`config.mk`:
```
export PLATFORM = sky130hd
export DESIGN_NAME = loop_nest_ctrl_flat
export DESIGN_NICKNAME = d
export VERILOG_FILES = /design/src/rtl/loop_nest_ctrl_if.sv /design/src/rtl/loop_nest_ctrl.sv /design/src/flat_wrapper.sv
export SDC_FILE = /design/constraint.sdc
export NUM_CORES = 1
export LEC_CHECK = 0
export ABC_AREA = 1
export BUFFER_PORTS_ARGS = -buffer_cell sky130_fd_sc_hd__buf_2
export CAP_MARGIN = 5
export CORE_ASPECT_RATIO = 0.6
export CORE_MARGIN = 2
export CORE_UTILIZATION = 40
export CTS_CLUSTER_DIAMETER = 80
export DETAILED_ROUTE_END_ITERATION = 8
export GPL_TIMING_DRIVEN = 0
export PLACE_DENSITY_LB_ADDON = 0.05
export SLEW_MARGIN = 20
export SYNTH_ARGS = -nofsm -noshare
export SYNTH_HDL_FRONTEND = slang
export SYNTH_SLANG_ARGS = --single-unit
```
`constraint.sdc`:
```
create_clock -name clk -period 3 [get_ports clk]
set_input_delay 0.15 -clock clk [delete_from_list [all_inputs] [get_ports clk]]
set_output_delay 0.15 -clock clk [all_outputs]
set_load 0.01 [all_outputs]
```
`src/rtl/loop_nest_ctrl_if.sv`:
```
// loop_nest_ctrl_if: control and index-stream bundle for the loop nest sequencer.
//
// Signals:
//   start, abort        job request / synchronous job cancel (controller -> sequencer)
//   lim0..lim2          inner/middle/outer loop limits, inclusive (controller -> sequencer)
//   busy, done          job running / one-cycle completion pulse (sequencer -> controller)
//   idx_valid/idx_ready index tuple handshake (sequencer <-> consumer)
//   idx0..idx2          inner/middle/outer indices
//   last0..last2        loop-end flags aligned with the indices
//
// Modports: master = sequencer side, slave = controller/consumer side.
interface loop_nest_ctrl_if #(
  parameter int unsigned DATA_W = 8
);
  logic              start;
  logic              abort;
  logic [DATA_W-1:0] lim0;
  logic [DATA_W-1:0] lim1;
  logic [DATA_W-1:0] lim2;
  logic              busy;
  logic              done;
  logic              idx_valid;
  logic              idx_ready;
  logic [DATA_W-1:0] idx0;
  logic [DATA_W-1:0] idx1;
  logic [DATA_W-1:0] idx2;
  logic              last0;
  logic              last1;
  logic              last2;

  modport master (
    input  start, abort, lim0, lim1, lim2, idx_ready,
    output busy, done, idx_valid, idx0, idx1, idx2, last0, last1, last2
  );

  modport slave (
    output start, abort, lim0, lim1, lim2, idx_ready,
    input  busy, done, idx_valid, idx0, idx1, idx2, last0, last1, last2
  );
endinterface

```
`src/rtl/loop_nest_ctrl.sv`:
```
// loop_nest_ctrl: three-level nested-loop sequencer (inner idx0, middle idx1, outer idx2).
//
// Limits are latched when a job starts; one index tuple is emitted per accepted
// valid/ready transfer and a one-cycle done pulse follows the final tuple.
//
// Ports:
//   clk        system clock
//   rst        asynchronous active-low reset
//   bus        loop_nest_ctrl_if.master (start/abort/limits in, busy/done out,
//              idx_valid/idx_ready handshake, idx0..2, last0..2)
//   stall_cnt  (only with LOOP_NEST_CTRL_STALL_CNT_EN) saturating count of
//              idx_valid && !idx_ready cycles in the current/last job
//
// Optional feature macro: LOOP_NEST_CTRL_STALL_CNT_EN.
module loop_nest_ctrl #(
  parameter int unsigned DATA_W = 8
) (
  input  logic             clk,
  input  logic             rst,
  loop_nest_ctrl_if.master bus
`ifdef LOOP_NEST_CTRL_STALL_CNT_EN
  ,
  output logic [31:0]      stall_cnt
`endif
);

  typedef enum logic [1:0] {
    StIdle = 2'd0,
    StRun  = 2'd1,
    StDone = 2'd2
  } state_e;

  state_e            state_q, state_d;
  logic [DATA_W-1:0] lim0_q, lim0_d;
  logic [DATA_W-1:0] lim1_q, lim1_d;
  logic [DATA_W-1:0] lim2_q, lim2_d;
  logic [DATA_W-1:0] idx0_q, idx0_d;
  logic [DATA_W-1:0] idx1_q, idx1_d;
  logic [DATA_W-1:0] idx2_q, idx2_d;
  logic              valid_q, valid_d;
  logic              busy_q, busy_d;
  logic              done_q, done_d;

  logic last0_w, last1_w, last2_w;
  logic xfer;

  // Flags come straight from registered indices and latched limits so they stay
  // aligned with the tuple; gated by valid so they read 0 outside a job.
  assign last0_w = valid_q && (idx0_q == lim0_q);
  assign last1_w = last0_w && (idx1_q == lim1_q);
  assign last2_w = last1_w && (idx2_q == lim2_q);
  assign xfer    = valid_q && bus.idx_ready;

  always_comb begin
    state_d = state_q;
    lim0_d  = lim0_q;
    lim1_d  = lim1_q;
    lim2_d  = lim2_q;
    idx0_d  = idx0_q;
    idx1_d  = idx1_q;
    idx2_d  = idx2_q;
    valid_d = valid_q;
    busy_d  = busy_q;
    done_d  = 1'b0;

    unique case (state_q)
      StIdle: begin
        if (bus.start) begin
          lim0_d  = bus.lim0;
          lim1_d  = bus.lim1;
          lim2_d  = bus.lim2;
          idx0_d  = '0;
          idx1_d  = '0;
          idx2_d  = '0;
          valid_d = 1'b1;
          busy_d  = 1'b1;
          state_d = StRun;
        end
      end

      StRun: begin
        if (xfer) begin
          if (last0_w) begin
            idx0_d = '0;
            if (last1_w) begin
              idx1_d = '0;
              if (last2_w) begin
                idx2_d  = '0;
                valid_d = 1'b0;
                busy_d  = 1'b0;
                done_d  = 1'b1;
                state_d = StDone;
              end else begin
                idx2_d = idx2_q + DATA_W'(1);
              end
            end else begin
              idx1_d = idx1_q + DATA_W'(1);
            end
          end else begin
            idx0_d = idx0_q + DATA_W'(1);
          end
        end
        // A transfer in the abort cycle still counts for the consumer, but the
        // job ends silently: abort overrides any move to DONE.
        if (bus.abort) begin
          idx0_d  = '0;
          idx1_d  = '0;
          idx2_d  = '0;
          valid_d = 1'b0;
          busy_d  = 1'b0;
          done_d  = 1'b0;
          state_d = StIdle;
        end
      end

      StDone: begin
        state_d = StIdle;
      end

      default: begin
        idx0_d  = '0;
        idx1_d  = '0;
        idx2_d  = '0;
        valid_d = 1'b0;
        busy_d  = 1'b0;
        state_d = StIdle;
      end
    endcase
  end

  always_ff @(posedge clk or negedge rst) begin
    if (!rst) begin
      state_q <= StIdle;
      lim0_q  <= '0;
      lim1_q  <= '0;
      lim2_q  <= '0;
      idx0_q  <= '0;
      idx1_q  <= '0;
      idx2_q  <= '0;
      valid_q <= 1'b0;
      busy_q  <= 1'b0;
      done_q  <= 1'b0;
    end else begin
      state_q <= state_d;
      lim0_q  <= lim0_d;
      lim1_q  <= lim1_d;
      lim2_q  <= lim2_d;
      idx0_q  <= idx0_d;
      idx1_q  <= idx1_d;
      idx2_q  <= idx2_d;
      valid_q <= valid_d;
      busy_q  <= busy_d;
      done_q  <= done_d;
    end
  end

`ifdef LOOP_NEST_CTRL_STALL_CNT_EN
  logic [31:0] stall_cnt_q, stall_cnt_d;

  always_comb begin
    stall_cnt_d = stall_cnt_q;
    if (state_q == StIdle && bus.start) begin
      stall_cnt_d = '0;
    end else if (valid_q && !bus.idx_ready && (stall_cnt_q != '1)) begin
      stall_cnt_d = stall_cnt_q + 32'd1;
    end
  end

  always_ff @(posedge clk or negedge rst) begin
    if (!rst) begin
      stall_cnt_q <= '0;
    end else begin
      stall_cnt_q <= stall_cnt_d;
    end
  end

  assign stall_cnt = stall_cnt_q;
`endif

  assign bus.busy      = busy_q;
  assign bus.done      = done_q;
  assign bus.idx_valid = valid_q;
  assign bus.idx0      = idx0_q;
  assign bus.idx1      = idx1_q;
  assign bus.idx2      = idx2_q;
  assign bus.last0     = last0_w;
  assign bus.last1     = last1_w;
  assign bus.last2     = last2_w;

endmodule

```
`src/flat_wrapper.sv`:
```
// flat-port wrapper written by rule: the top's interface ports become plain ports
module loop_nest_ctrl_flat 
#(
  parameter int unsigned DATA_W = 8
)
  (clk, rst, bus_start, bus_abort, bus_lim0, bus_lim1, bus_lim2, bus_idx_ready, bus_busy, bus_done, bus_idx_valid, bus_idx0, bus_idx1, bus_idx2, bus_last0, bus_last1, bus_last2);
  loop_nest_ctrl_if #(.DATA_W(DATA_W)) bus_i ();
  input  logic clk;
  input  logic rst;
  input wire logic [$bits(bus_i.start)-1:0] bus_start;
  input wire logic [$bits(bus_i.abort)-1:0] bus_abort;
  input wire logic [$bits(bus_i.lim0)-1:0] bus_lim0;
  input wire logic [$bits(bus_i.lim1)-1:0] bus_lim1;
  input wire logic [$bits(bus_i.lim2)-1:0] bus_lim2;
  input wire logic [$bits(bus_i.idx_ready)-1:0] bus_idx_ready;
  output wire logic [$bits(bus_i.busy)-1:0] bus_busy;
  output wire logic [$bits(bus_i.done)-1:0] bus_done;
  output wire logic [$bits(bus_i.idx_valid)-1:0] bus_idx_valid;
  output wire logic [$bits(bus_i.idx0)-1:0] bus_idx0;
  output wire logic [$bits(bus_i.idx1)-1:0] bus_idx1;
  output wire logic [$bits(bus_i.idx2)-1:0] bus_idx2;
  output wire logic [$bits(bus_i.last0)-1:0] bus_last0;
  output wire logic [$bits(bus_i.last1)-1:0] bus_last1;
  output wire logic [$bits(bus_i.last2)-1:0] bus_last2;
  assign bus_i.start = bus_start;
  assign bus_i.abort = bus_abort;
  assign bus_i.lim0 = bus_lim0;
  assign bus_i.lim1 = bus_lim1;
  assign bus_i.lim2 = bus_lim2;
  assign bus_i.idx_ready = bus_idx_ready;
  assign bus_busy = bus_i.busy;
  assign bus_done = bus_i.done;
  assign bus_idx_valid = bus_i.idx_valid;
  assign bus_idx0 = bus_i.idx0;
  assign bus_idx1 = bus_i.idx1;
  assign bus_idx2 = bus_i.idx2;
  assign bus_last0 = bus_i.last0;
  assign bus_last1 = bus_i.last1;
  assign bus_last2 = bus_i.last2;
  loop_nest_ctrl #(.DATA_W(DATA_W)) u_core (.clk(clk), .rst(rst), .bus(bus_i));
endmodule
```
==> flow_summary.toml, run 1 <==
[worst_setup_path]
critPathMaxFanout = 6
crit_arrival_ns = 1.78
crit_path_start_kind = "flip-flop"
crit_slowest_cell = "dfrtp_1"
cp_cell_sequence = "inv_2 -> nand2_1 -> nand2_1 -> nor2_2 -> nand3_2 -> nor2_4 -> nand3_2 -> inv_1 -> buf_2"
r2r_end = "u_core.bus.idx2[7]"
reg2reg_slack_ns = 1.21
crit_end = "bus_last2"
worst_setup_path_end_kind = "primary output"
crit_start = "u_core.bus.idx0[5]"
r2r_cells = 12
worstPathRequired_ns = 2.85
slowest_delay_ns = 0.44
timing.rr.start = "u_core.bus.idx0[5]"
worstSetupPathType = "flip-flop to primary output"

[grt]
grt_pass1_wl_um = 12200
gr-total-overflow = 0
antenna_found_initial = 0
grt_usage = 0.1942
grt_pass1_vias = 2398
grt_max_degree = 53

[logic_synthesis]
synth-edff-count = 0
synth_flop_cell = "dfrtp_1"
synth-compound-area-share = 0.06387
synth_top_area_cell = "dfrtp_1"
synthMuxAreaShare = 0.01523
ys_ff_latch = 52
async_flop_share = 1.000
netlist_instances = 406
ys_warn_count = 0
yosysUniqueCellTypes = 31
yosys-top-cells-count = "nand2_1, inv_1, nor2_1"
synth_top_family_by_area = "simple AND/OR/NAND/NOR gates"
synth-adder-area-share = 0.01269
synth_xor_xnor_area_share = 0.02665
yosys-top-cells-area = "dfrtp_1, nand2_1, inv_1"
synth_top_area_frac = 0.4399
synth_nets = 438
syn_area_um2 = 2958
ys_seq_area_frac = 0.4399
yosys.area_share.simple = 0.3431
syn_avg_cell_area_um2 = 7.285
synth.most_common_cell = "nand2_1"

[routing]
firstDrtPassIters = 4
wl_um = 7293
drt-initial-drc-count = 180
via_per_inst = 4.702
final_antenna_net_count = 0
wl_per_cell_um = 12.93
drc = 0
routed-via-count = 2652

[pwr]
p_seq_frac = 0.383
pwr-share-comb = 0.395
powerDensity_nw_per_um2 = 756.2
switching_power_mw = 1.075
swShare = 0.4034
ir_drop_mv = 0.2536
power.share.clock = 0.221
p_leak_nw = 1.992
p_int_mw = 1.590

[finish]
finalNonFillerCells = 564
final_area_um2 = 3523
area_delta_synth_final_pct = 19.12
post-route-util = 0.4889
nFillCells = 782
diodes = 0
layout-drive-gt1-share = 0.2178
nets = 504

[outcome]
status = "complete, no violations"

[die]
io_pins = 59
die_y_um = 70.61
die_area_um2 = 8121
core_area_um2 = 7207
num_rows = 24
initial_core_util = 0.4104
chipWidth_um = 115.0

[timing]
rsz0062_at_grt = "no"
fmax_ghz = 0.5184
slew_headroom = 0.5376
setup_tns_ns = 0
maxSlewViolCount = 0
min_period_ns = 1.929
min_period_over_period = 0.6431
final_hold_viol_count = 0
worst_slew_pin_slew_ns = 0.6936
fin_worst_skew_ns = 0.003704
setup_violations = 0
whs_ns = 0.08167

[placed_design]
dp_hpwl_um = 5522
port_buffers = 58
placed_cell_area_um2 = 3364
dp_cells = 555
place_congestion = 0.8390

[clock_network]
path_clk_slew_ns = 0.07
cts_max_level = 2
cts_resized = 0
insertion_delay_ns = 0.29
holdBufCountCts = 1
cts_sinks = 52
cts_tree = "built"
cts-root-buf = "clkbuf_16"
post_cts_buffers = 0
numCtsBuffers = 5
cts_buffer_depth = 2

[run]
maxCapViolCount = 0

[min_path]
hold_path_class = "input pin to flip-flop"
[layout by cell type, fill, tap and decap left out, types with 3 or more instances in the layout]
master     instances
a21oi_1           22
o21ai_1            3
xor2_1             8
dfrtp_1           52
clkbuf_1           4
nor3_1             3
nand2_2            3
nor2_4             3
nand4_1            8
ha_1               3
nand3_1           21
clkbuf_16          5
buf_2             59
nand2_1          123
o21ai_0            6
nor2_2             5
inv_1             56
inv_2             10
nor2_1            55
mux2_2             4
[registers in the layout, indices dropped and copies added (netlist names)]
name	count
u_core.bus.done	1
u_core.bus.idx0	8
u_core.bus.idx1	8
u_core.bus.idx2	8
u_core.bus.idx_valid	1
u_core.lim0_q	8
u_core.lim1_q	8
u_core.lim2_q	8
u_core.state_q	2
[worst max-delay path: cells and delay by family (launching register included)]
| family | cells | cell delay, ns |
|---|---|---|
| buffers and inverters | 3 | 0.33 |
| flip-flops | 1 | 0.44 |
| AND/OR/NAND/NOR | 6 | 0.74 |
[cell type report]
class	instances	area, um2	area share
buffer	8	43.79	0.01243
clock buffer	6	138.9	0.03942
clock inverter	2	10.01	0.002841
inverter	66	247.7	0.07031
multi-input combinational	280	1365	0.3874
sequential	52	1301	0.3693
tap	91	113.9	0.03232
timing repair buffer	59	302.8	0.08594
[stage by stage]
step           setup WS, ns  total power, mW
2_1_floorplan         1.462            1.784
3_3_place_gp          1.237            2.072
3_5_place_dp          1.214            2.090
4_1_cts               1.043            2.692
5_1_grt              0.9363            2.893
6_report              1.071            2.664
[metal layers]
metal	share of wire	vias to the layer above	track usage
li1	-	1386	-
met1	0.56	1199	0.3256
met2	0.39	59	0.2510
met3	0.045	8	0.04113
met4	0.0078	0	0.04016
met5	0	-	0
[power groups by stage]
stage / registers (mW) / clock network (mW) / logic, mW
floorplan: 1.01 / 0 / 0.771
detailed placement: 1.04 / 0 / 1.05
finish: 1.02 / 0.589 / 1.05
CTS: 1.02 / 0.609 / 1.06
global placement: 1.03 / 0 / 1.04
global route: 1.05 / 0.634 / 1.21
[worst min-delay path by stage]
stage | startpoint | end | slack (ns) | depth (start not counted)
6_report | bus_lim1[0] | u_core.lim1_q[0] | 0.08 | 2
5_1_grt | bus_lim1[2] | u_core.lim1_q[2] | 0.08 | 2
4_1_cts | bus_lim1[2] | u_core.lim1_q[2] | 0.07 | 2
3_5_place_dp | rst | u_core.lim2_q[7] | 0.24 | 1
3_3_place_gp | bus_lim1[2] | u_core.lim1_q[2] | 0.38 | 2
2_1_floorplan | rst | u_core.bus.done | -0.15 | 0
[cells by family after synthesis]
| group | Yosys count |
|---|---|
| fa+ha+maj | 3 |
| mux | 4 |
| compound gates | 35 |
| simple gates | 229 |
| xor+xnor | 9 |
| buf+inv | 74 |
| flops | 52 |
(Power assumes the default switching activity.)
==> run 2: changes to the inputs <==
--- a/config.mk
+++ b/config.mk
@@ -5,7 +5,7 @@
 export SDC_FILE = /design/constraint.sdc
 export NUM_CORES = 1
 export LEC_CHECK = 0
-export ABC_AREA = 1
+export ABC_AREA = 0
 export BUFFER_PORTS_ARGS = -buffer_cell sky130_fd_sc_hd__buf_2
 export CAP_MARGIN = 5
 export CORE_ASPECT_RATIO = 0.6
==> constraint.sdc (replaced) <==
create_clock -name clk -period 1.65 [get_ports clk]
set_input_delay 0.0825 -clock clk [delete_from_list [all_inputs] [get_ports clk]]
set_output_delay 0.0825 -clock clk [all_outputs]
set_load 0.01 [all_outputs]
==> run 2 against run 1 <==
Compared with the run above:
- the run now ends with setup timing left
- highest routed layer unchanged
- critical endpoint is now u_core.bus.idx2[7]
- critical path type is now flip-flop to flip-flop
- via count shrank 21%
- cell area rose by 5.9%
- clock power is 34% higher
- global-route usage decreased by 0.054 points
- synthesized cell count decreased by 42%
- combinational power increased by 99%
==> flow_summary.toml, run 2 <==
[outcome]
status = "complete, but fails checks"
violations = "setup timing"

[clock_network]
cts-root-buf = "clkbuf_8"
path_clk_slew_ns = 0.09
numCtsBuffers = 5
cts_buffer_depth = 2
cts_sinks = 52
cts_max_level = 2
cts_tree = "built"
insertion_delay_ns = 0.30

[worst_setup_path]
crit_arrival_ns = 2.21
slowest_delay_ns = 0.43
crit_buf_inv = 1
r2r_cells = 7
worstPathRequired_ns = 1.84
worst_setup_path_end_kind = "flip-flop"
critPathMaxFanout = 6
path_delay_family = "simple AND/OR/NAND/NOR gates"
crit_slowest_cell = "dfrtp_1"
cp_cell_sequence = "xor2_1 -> nor4_2 -> buf_4 -> and4_4 -> a21oi_4 -> and2_4 -> a221o_1"
worstSetupPathType = "flip-flop to flip-flop"
crit_path_start_kind = "flip-flop"
crit_cells = 7

[die]
die_area_um2 = 7340
num_rows = 22
initial_core_util = 0.4238
die_y_um = 67.17
io_pins = 59
core_area_um2 = 6276
chipWidth_um = 109.3

[routing]
routed-via-count = 2099
via_per_inst = 4.950
drc = 0
drt-initial-drc-count = 88
wl_per_cell_um = 15.61
firstDrtPassIters = 5
final_antenna_net_count = 0
wl_um = 6617

[logic_synthesis]
ys_seq_area_frac = 0.4892
yosys-top-cells-area = "dfrtp_1, mux2_2, xor2_1"
netlist_instances = 236
syn_area_um2 = 2660
synth.most_common_cell = "dfrtp_1"
yosys-top-cells-count = "dfrtp_1, mux2_2, nand2_1"
ys_ff_latch = 52
synth-edff-count = 0
synth_flop_cell = "dfrtp_1"
synth_top_area_cell = "dfrtp_1"
synth_top_area_frac = 0.4892
yosysUniqueCellTypes = 41
syn_avg_cell_area_um2 = 11.27
synth_nets = 268
ys_warn_count = 0
async_flop_share = 1.000

[timing]
final_hold_viol_count = 0
maxSlewViolCount = 0
whs_ns = 0.002129
min_period_over_period = 1.221
rsz0062_at_grt = "yes"
setup_violations = 31
setup_slack_ns = -0.3651
fmax_ghz = 0.4962
slew_headroom = 0.5608
worst_slew_pin_slew_ns = 0.6588
min_period_ns = 2.015
fin_worst_skew_ns = 0.007588

[finish]
final_common_cell = "buf_2"
layout_common_cells = "buf_2, dfrtp_1, buf_4, mux2_2, xor2_1"
nFillCells = 564
diodes = 0
nets = 372
layout-drive-gt1-share = 0.5324
area_delta_synth_final_pct = 40.31

[run]
maxCapViolCount = 0

[min_path]
hold_path_class = "input pin to flip-flop"
whs_path_depth = 2

[pwr]
powerDensity_nw_per_um2 = 1285
ir_drop_mv = 0.5690
p_leak_nw = 1.754
total_power_mw = 4.794

[placed_design]
port_buffers = 58
place_congestion = 0.7720
dp_hpwl_um = 4488

[grt]
gr-total-overflow = 0
antenna_found_initial = 0
grt_pass1_vias = 2034
grt_usage = 0.1937
grt_max_degree = 53
grt_pass1_wl_um = 10630
-- run 2: kinds of logic after synthesis --
group / Yosys count / synth area share
flip-flops: 52 / 0.4892
buffers and inverters: 12 / 0.02587
XOR/XNOR: 36 / 0.1214
adder cells (fa/ha/maj): 3 / 0.01411
multiplexers: 25 / 0.1054
AO/OA/AOI/OAI: 25 / 0.07479
AND/OR/NAND/NOR: 83 / 0.1693
-- run 2: layout make-up --
class                           count  area, um2  area share
Timing Repair Buffer               97      659.4      0.1767
Multi-Input combinational cell    172       1454      0.3895
Clock buffer                        7      96.34     0.02581
Inverter                            4      17.52    0.004693
Buffer                              8      86.33     0.02313
Tap cell                           84      105.1     0.02816
Sequential cell                    52       1314      0.3520
-- run 2: power breakdown --
part           total [mW]  internal, mW  switching, mW
Sequential           1.91          1.63          0.287
Combinational        2.09          1.12          0.972
Clock               0.788         0.375          0.413
-- run 2: metrics by stage --
stage	util	worst slack (ns)	setup TNS, ns	cell area [um2]	std cells
finish	0.5947	-0.3651	-7.763	3732	424
global placement	0.4944	-0.6815	-13.94	3103	378
floorplan	-	-0.2698	-2.659	2708	236
global route	0.5947	-0.4502	-10.24	3732	424
detailed placement	0.4948	-0.6913	-14.15	3105	378
CTS	0.5694	-0.3263	-6.451	3573	412
-- run 2: repair_timing --
action	CTS	global route
hold endpoints to repair	54	4
buffers inserted	24	8
endpoints found under the setup margin	49	49
pin swaps	26	2
resized for setup	44	14
hold buffers	3	4
-- run 2: layer usage --
metal	GRT usage	vias up	routed length, um
met1	0.3114	1001	3529
met2	0.2640	56	2711
met5	0	-	0
li1	-	1037	-
met3	0.04054	5	345
met4	0.03797	0	31
-- run 2: final timing paths --
path,from,endpoint,slack (ns)
max,u_core.bus.idx1[7],u_core.bus.idx2[7],-0.37
min,bus_lim2[2],u_core.lim2_q[2],0.002
max reg2reg,u_core.bus.idx1[7],u_core.bus.idx2[7],-0.37
min reg2reg,u_core.lim1_q[2],u_core.lim1_q[2],0.54
max in group asynchronous,rst,u_core.bus.idx0[4],0.82
min in group asynchronous,rst,u_core.lim1_q[4],0.34
==> run 3: changes to the inputs <==
--- a/config.mk
+++ b/config.mk
@@ -13,7 +13,6 @@
 export CORE_UTILIZATION = 40
 export CTS_CLUSTER_DIAMETER = 80
 export DETAILED_ROUTE_END_ITERATION = 8
-export GPL_TIMING_DRIVEN = 0
 export PLACE_DENSITY_LB_ADDON = 0.05
 export SLEW_MARGIN = 20
 export SYNTH_ARGS = -nofsm -noshare
==> run 3 against run 2 <==
Compared with the run above:
- the flow still finishes with violations (setup timing)
- clock power is 11% higher
- flip-flop and latch count stayed put
- routed wire length is 5.1% higher
- critical path type is now flip-flop to primary output
- critical endpoint is now bus_last2
==> flow_summary.toml, run 3 (synthesized netlist as in run 2, its figures left out) <==
[worst_setup_path]
crit_path_start_kind = "flip-flop"
worstPathRequired_ns = 1.57
critPathMaxFanout = 2
crit_arrival_ns = 1.93
worst_setup_path_end_kind = "primary output"
worstSetupPathType = "flip-flop to primary output"

[grt]
grt_pass1_vias = 2246
grt_pass1_wl_um = 11180
antenna_found_initial = 0
gr-total-overflow = 0
grt_usage = 0.2077
grt_max_degree = 27

[clock_network]
path_clk_slew_ns = 0.10
cts_max_level = 2
insertion_delay_ns = 0.32
numCtsBuffers = 5
cts_tree = "built"
cts_sinks = 52
cts_buffer_depth = 2
cts-root-buf = "clkbuf_8"

[placed_design]
port_buffers = 58
place_congestion = 0.8220
pre_cts_ws_ns = -0.4300
dp_cells = 424
dp_hpwl_um = 4967
placed_cell_area_um2 = 3487

[routing]
drt-initial-drc-count = 108
final_antenna_net_count = 0
wl_um = 6957
routed-via-count = 2267
wl_per_cell_um = 14.87
firstDrtPassIters = 4
via_per_inst = 4.844
drc = 0

[timing]
maxSlewViolCount = 0
min_period_ns = 2.010
final_hold_viol_count = 0
rsz0062_at_grt = "yes"
worst_slew_pin_slew_ns = 0.3469
setup_slack_ns = -0.3604
slew_headroom = 0.7687
fmax_ghz = 0.4974
fin_worst_skew_ns = 0.008186
min_period_over_period = 1.218
setup_violations = 31

[die]
core_area_um2 = 6276
chipWidth_um = 109.3
initial_core_util = 0.4238
die_y_um = 67.17
die_area_um2 = 7340
num_rows = 22
io_pins = 59

[finish]
final_common_cell = "buf_2"
post-route-util = 0.6657
multi_input_area_um2 = 1529
layout-drive-gt1-share = 0.5365
register_area_um2 = 1305
area_delta_synth_final_pct = 57.06
finalNonFillerCells = 468
nets = 415
final_area_um2 = 4178
nFillCells = 507
diodes = 0
layout_common_cells = "buf_2, buf_4, dfrtp_1, mux2_2"

[min_path]
hold_path_class = "input pin to flip-flop"

[pwr]
powerDensity_nw_per_um2 = 1213
ir_drop_mv = 0.6990
p_leak_nw = 2.016

[outcome]
status = "complete, but fails checks"
violations = "setup timing"

[run]
maxCapViolCount = 0
## run 3: changes by cell type in the layout (fill, tap and decap cells not counted), moves of 4 or more
| cell | before | now |
|---|---|---|
| dfrtp_2 | 10 | 3 |
| xnor2_2 | 1 | 6 |
| buf_4 | 29 | 54 |
| nor3_4 | 1 | 5 |
| dfrtp_1 | 42 | 49 |
| xnor2_1 | 14 | 9 |
| buf_6 | 10 | 14 |
| dlygate4sd3_1 | 7 | 21 |
## run 3: layout make-up
cell class	instances	share of cell area
well taps	84	0.02516
multi-input cells	172	0.3660
clock inverters	2	0.008386
clock buffers	6	0.01737
inverters	4	0.004193
flip-flops and latches	52	0.3124
repair buffers	148	0.2665
## run 3: final timing paths
kind                                     from            endpoint  slack (ns)  cells after the start
setup / recovery           u_core.bus.idx2[5]           bus_last2       -0.36                      8
hold / removal                    bus_lim1[4]    u_core.lim1_q[4]       0.007                      2
setup reg to reg           u_core.bus.idx2[5]  u_core.bus.idx2[7]       -0.36                      7
hold reg to reg              u_core.lim2_q[7]    u_core.lim2_q[7]        0.54                      1
max in group asynchronous                 rst  u_core.bus.idx1[1]        0.93                      3
min in group asynchronous                 rst    u_core.lim1_q[5]        0.18                      2
## run 3: metal layers
layer  share of wire  vias to the layer above  track usage  wire [um]
li1                -                     1126            -          -
met1            0.54                     1069       0.3146       3751
met2            0.40                       62       0.2966       2761
met3           0.053                       10      0.04537        369
met4           0.011                        0      0.06171         74
met5               0                        -            0          0
## run 3: metrics by stage
step / total power, mW / hold WS (ns) / TNS [ns]
after detailed placement: 3.790 / -0.008559 / -6.827
after global placement: 3.770 / -0.009201 / -6.133
after CTS: 4.943 / 0.004036 / -8.138
after global routing: 5.392 / 0.006271 / -11.23
final: 5.067 / 0.006590 / -7.896
after floorplan: 3.015 / -0.2131 / -2.659
## run 3: report_power, final
group          internal (mW)  leakage [nW]  switching [mW]
combinational           1.23          1.30            1.05
clock                  0.451        0.0552           0.427
sequential              1.63         0.660           0.286
total                   3.31          2.02            1.76
## run 3: critical path, stage by stage (launching register included)
cell and delay, ns:
dfrtp_1 0.41, xor2_1 0.16, nor4_1 0.30, buf_4 0.17, and4_4 0.26, nand2_4 0.07
inv_4 0.06, buf_6 0.09, buf_6 0.09
## run 3: repair_timing
item                                    in CTS  in global routing
pin swaps                                   36                 20
setup buffers                               12                  5
hold buffers                                21                  0
endpoints found under the hold margin       57                  0
gates resized for setup                     39                 22
endpoints found under the setup margin      29                 42
